===== src/rtl/debug_uart_baud_gen.sv =====
// Fractional-divisor baud generator for the debug UART: oversample tick,
// mid-bit and end-of-bit ticks, bit-rate square wave, runtime divisor reload.
module debug_uart_baud_gen #(
    parameter int unsigned CLOCK_FREQ = 40000000,
    parameter int unsigned BAUDRATE   = 115200,
    parameter int unsigned OVERSAMPLE = 16,
    parameter int unsigned FRAC_BITS  = 4,
    parameter int unsigned CNT_WIDTH  = 16
) (
    input  logic                 clk_in,
    input  logic                 reset,
    input  logic                 enable,
    input  logic                 restart,
    input  logic                 cfg_load,
    input  logic [CNT_WIDTH-1:0] cfg_div_int,
    input  logic [FRAC_BITS-1:0] cfg_div_frac,
    output logic                 os_tick,
    output logic                 mid_tick,
    output logic                 bit_tick,
    output logic                 clk_out,
    output logic                 cfg_err
);

    localparam int unsigned OS_W = (OVERSAMPLE > 2) ? $clog2(OVERSAMPLE) : 1;
    localparam logic [63:0] DIV_FULL =
        (64'(CLOCK_FREQ) << FRAC_BITS) / (64'(BAUDRATE) * 64'(OVERSAMPLE));
    localparam logic [CNT_WIDTH-1:0] DIV_INT_RST  = CNT_WIDTH'(DIV_FULL >> FRAC_BITS);
    localparam logic [FRAC_BITS-1:0] DIV_FRAC_RST = FRAC_BITS'(DIV_FULL);

    logic [CNT_WIDTH-1:0] cnt;
    logic [FRAC_BITS-1:0] acc;
    logic                 ext;
    logic [OS_W-1:0]      os_cnt;
    logic [CNT_WIDTH-1:0] div_int;
    logic [FRAC_BITS-1:0] div_frac;
    logic [CNT_WIDTH-1:0] shadow_int;
    logic [FRAC_BITS-1:0] shadow_frac;
    logic                 pend;

    logic                 valid_load_c;
    logic                 last_c;
    logic                 tick_c;
    logic                 os_mid_c;
    logic                 os_last_c;
    logic [FRAC_BITS:0]   acc_sum_c;

    // Interval end is cnt == div_int + ext - 1, written to avoid wrap on the add.
    always_comb begin
        valid_load_c = cfg_load && (cfg_div_int >= CNT_WIDTH'(2));
        last_c       = ext ? (cnt == div_int) : (cnt == div_int - CNT_WIDTH'(1));
        tick_c       = enable && !restart && last_c;
        os_mid_c     = (os_cnt == OS_W'(OVERSAMPLE / 2 - 1));
        os_last_c    = (os_cnt == OS_W'(OVERSAMPLE - 1));
        acc_sum_c    = {1'b0, acc} + {1'b0, div_frac};
    end

    always_ff @(posedge clk_in or posedge reset) begin
        if (reset) begin
            cnt         <= '0;
            acc         <= '0;
            ext         <= 1'b0;
            os_cnt      <= '0;
            div_int     <= DIV_INT_RST;
            div_frac    <= DIV_FRAC_RST;
            shadow_int  <= DIV_INT_RST;
            shadow_frac <= DIV_FRAC_RST;
            pend        <= 1'b0;
            os_tick     <= 1'b0;
            mid_tick    <= 1'b0;
            bit_tick    <= 1'b0;
            clk_out     <= 1'b0;
            cfg_err     <= 1'b0;
        end else begin
            os_tick  <= tick_c;
            mid_tick <= tick_c && os_mid_c;
            bit_tick <= tick_c && os_last_c;
            cfg_err  <= cfg_load && !valid_load_c;

            if (valid_load_c) begin
                shadow_int  <= cfg_div_int;
                shadow_frac <= cfg_div_frac;
            end

            if (restart) begin
                // Phase realign; any new or pending divisor goes active now.
                cnt     <= '0;
                acc     <= '0;
                ext     <= 1'b0;
                os_cnt  <= '0;
                clk_out <= 1'b0;
                pend    <= 1'b0;
                if (valid_load_c) begin
                    div_int  <= cfg_div_int;
                    div_frac <= cfg_div_frac;
                end else if (pend) begin
                    div_int  <= shadow_int;
                    div_frac <= shadow_frac;
                end
            end else begin
                if (tick_c) begin
                    cnt    <= '0;
                    acc    <= acc_sum_c[FRAC_BITS-1:0];
                    ext    <= acc_sum_c[FRAC_BITS];
                    os_cnt <= os_last_c ? '0 : os_cnt + OS_W'(1);
                    if (os_mid_c) begin
                        clk_out <= 1'b1;
                    end else if (os_last_c) begin
                        clk_out <= 1'b0;
                    end
                    if (pend) begin
                        div_int  <= shadow_int;
                        div_frac <= shadow_frac;
                    end
                end else if (enable) begin
                    cnt <= cnt + CNT_WIDTH'(1);
                end

                // A load coinciding with the boundary re-arms for the next one.
                if (valid_load_c) begin
                    pend <= 1'b1;
                end else if (tick_c) begin
                    pend <= 1'b0;
                end
            end
        end
    end

endmodule


===== config.mk =====
export PLATFORM = sky130hd
export DESIGN_NAME = debug_uart_baud_gen
export DESIGN_NICKNAME = d
export VERILOG_FILES = /design/src/rtl/debug_uart_baud_gen.sv
export SDC_FILE = /design/constraint.sdc
export NUM_CORES = 1
export LEC_CHECK = 0
export ABC_AREA = 1
export ABC_CLOCK_PERIOD_IN_PS = 2400
export BUFFER_PORTS_ARGS = -buffer_cell sky130_fd_sc_hd__clkbuf_2
export CORE_UTILIZATION = 30
export CTS_CLUSTER_DIAMETER = 120
export DETAILED_ROUTE_END_ITERATION = 8
export PLACE_DENSITY = 0.47
export SYNTH_ARGS = -nofsm -noshare
export SYNTH_HDL_FRONTEND = slang
export SYNTH_SLANG_ARGS = --single-unit

===== constraint.sdc =====
create_clock -name clk_in -period 2.4 [get_ports clk_in]
set_input_delay 0.12 -clock clk_in [delete_from_list [all_inputs] [get_ports clk_in]]
set_output_delay 0.12 -clock clk_in [all_outputs]
set_load 0.03 [all_outputs]

==> flow_metrics.py <==
metrics = {
    "status": {
        "outcome": "complete, no violations",
    },
    "global_route": {
        "antenna_found_initial": 0,
        "grt_use_total": 0.145,
        "grt_pass1_vias": 3512,
        "overflow": 0,
        "grt_max_degree": 72,
        "grt_pass1_wl_um": 16700,
    },
    "clock_tree": {
        "cts_root_buf": "clkbuf_16",
        "clk_pin_slew_worst_paths_ns": 0.06,
        "cts_sinks": 71,
        "cts_buffer_depth": 2,
        "clk_latency_ns": 0.33,
        "cts_inserted_buffers": 9,
        "cts_tree": "done",
        "htreeDepth": 3,
    },
    "detailed_routing": {
        "final_antenna_net_count": 0,
        "viasPerCell": 4.64,
        "first_pass_iters": 4,
        "drt_wl_total_um": 10000,
        "vias": 3684,
        "drt_iter0_markers": 162,
        "drc": 0,
        "routedWlPerCell_um": 12.6,
    },
    "yosys": {
        "syn-num-nets": 609,
        "synth.most_common_cell": "nand2_1",
        "ys_seq_area_frac": 0.427,
        "yosysWarningCount": 0,
        "ys.flop_type": "dfrtp_1",
        "netlist_area_mm2": 0.00420,
        "yosysTopAreaCellShare": 0.352,
        "synth_area_leader_cell": "dfrtp_1",
        "synthTopCellsByCount": "165 x nand2_1, 77 x nor2_1, 60 x inv_1",
        "synthCells": 576,
        "synthArstFlopShare": 1.00,
        "avgSynthCellArea_um2": 7.28,
        "synth_cell_types": 29,
        "synth_edf_count": 0,
        "synth.ff_latch_count": 71,
        "synth_area_leaders": "dfrtp_1 35%, nand2_1 15%, dfstp_2 7.5%, nor2_1 6.9%, nand3_1 6.6%",
    },
    "floorplanning": {
        "die_x_um": 120,
        "ios": 30,
        "rows": 42,
        "die_area_mm2": 0.0145,
        "die_h_um": 120,
        "core_region_area_mm2": 0.0135,
        "initial_core_util": 0.312,
    },
    "pwr": {
        "max-vdd-ir-drop_v": 0.000264,
        "netSwitchingFraction": 0.302,
        "combPwrFrac": 0.198,
        "powerDensity_mw_per_mm2": 661,
        "power_frac_seq": 0.431,
        "leakage_nw": 2.43,
        "clkPwrFrac": 0.371,
        "cellInternalPower_mw": 2.30,
        "power.switching_mw": 0.996,
    },
    "cells_and_area": {
        "layoutNonFillerInstCount": 794,
        "layout-drive-gt1-share": 0.152,
        "antenna_cells": 0,
        "design_area_mm2": 0.00499,
        "area_growth_pct": 19.0,
        "postLayoutCoreUtil": 0.371,
        "nets": 646,
        "n_fill_cell": 1480,
    },
    "worst_setup_path": {
        "reg2reg_to": "pend",
        "path_max_fanout": 6,
        "rr_startpoint": "div_int[0]",
        "critical_path_required_ns": 2.58,
        "worst-r2r-setup-slack_ns": 0.17,
        "reg2reg_depth": 16,
        "worstPathArrival_ns": 2.41,
        "startpoint_type": "flip-flop",
        "cp-end-kind": "flip-flop",
        "worstSetupPathType": "flip-flop to flip-flop",
    },
    "hold_path": {
        "hold_end": "cfg_err",
        "holdPathStages": 3,
        "hp-start": "cfg_load",
        "min_path_type": "input pin to flip-flop",
    },
    "sta": {
        "min_period_ns": 2.23,
        "finalSetupViolations": 0,
        "worst_pin_slew_ns": 0.879,
        "finalHoldViolCount": 0,
        "slew_headroom": 0.413,
        "drv_slew": 0,
        "clock_skew_ns": 0.0104,
        "fin_crit_sh": 0.931,
        "fmax_ghz": 0.448,
    },
    "placed_design": {
        "io_buffers": 29,
        "dp_hpwl_um": 7100,
        "placed_area_mm2": 0.00457,
        "dp.cells": 771,
        "routabilityCongestion": 0.790,
    },
    "run": {
        "max_cap_viol_count": 0,
    },
}
power groups by stage:
stage               clock (mW)  sequential [mW]  combinational, mW
detailed placement           0             1.44              0.615
floorplan                    0             1.41              0.480
global route              1.32             1.44              0.746
CTS                       1.26             1.42              0.624
finish                    1.23             1.42              0.652
global placement             0             1.44              0.610
registers in the layout (all words and copies together), names as in the netlist, 4 cells and up:
register and cells:
shadow_int 16, os_cnt 4, div_int 16, acc 4
shadow_frac 4, div_frac 4, cnt 16
layout by cell type (no fill, tap or decap), drive strengths merged, types with 6 or more instances in the layout:
| master | count |
|---|---|
| nand2 | 167 |
| nor2 | 81 |
| inv | 63 |
| dfrtp | 59 |
| nand3 | 57 |
| clkbuf | 44 |
| o21ai | 21 |
| a21oi | 20 |
| xor2 | 16 |
| buf | 13 |
| dfstp | 12 |
| a31oi | 11 |
| nor3 | 10 |
| o211ai | 9 |
| xnor2 | 8 |
| ha | 7 |
| mux2 | 6 |
worst max path at each step:
stage	from	slack (ns)	depth (start not counted)	to
6_report	div_int[0]	0.17	16	pend
5_1_grt	div_int[0]	-0.02	16	os_cnt[0]
3_3_place_gp	div_int[0]	0.15	16	pend
3_5_place_dp	div_int[0]	0.11	16	cnt[0]
2_1_floorplan	div_int[0]	0.29	17	cnt[7]
4_1_cts	div_int[0]	0.09	16	pend
worst max-delay path: stages (launching register included):
cell     delay, ns
dfstp_2       0.53
inv_2         0.06
ha_4          0.25
inv_1         0.03
nand2_1       0.06
nand2_1       0.05
nand2_1       0.05
nand2_1       0.04
nor2_1        0.10
nand2_1       0.06
nor2_1        0.08
nand2_1       0.08
nor2_2        0.14
nand3_2       0.14
nand2_4       0.17
buf_12        0.15
o21ai_0       0.07
through the flow:
step	setup TNS (ns)	setup WS, ns	total power [mW]	hold WS [ns]
6_report	0	0.166	3.30	0.0196
5_1_grt	-0.0526	-0.0183	3.50	0.0380
4_1_cts	0	0.0880	3.30	0.0102
3_5_place_dp	0	0.112	2.06	0.228
3_3_place_gp	0	0.146	2.05	0.222
2_1_floorplan	0	0.289	1.89	0.224
metal layers:
layer / track usage / routed length, um
met2: 0.224 / 4450
met1: 0.205 / 5100
met4: 0.0486 / 116
met3: 0.0264 / 332
met5: 0 / 0
cell families after synthesis:
logic type      share of synthesized area
buf+inv                            0.0829
compound gates                     0.0829
xor+xnor                           0.0501
simple gates                        0.315
mux                                0.0161
fa+ha+maj                          0.0256
flops                               0.427
cell type report:
class	count	area, um2	share of cell area
multi-input combinational	419	2110	0.422
sequential	71	1790	0.359
timing repair buffer	48	365	0.0732
clock buffer	13	250	0.0501
inverter	64	240	0.0481
tap	176	220	0.0441
clock inverter	3	20.0	0.00401
what timing repair did:
action	4_1_cts	5_1_grt
setup buffers	0	1
hold buffers	4	0
endpoints found under the hold margin	62	0
resized for setup	0	13
setup endpoints to repair	0	48
Power figures use the tool's default switching activity.
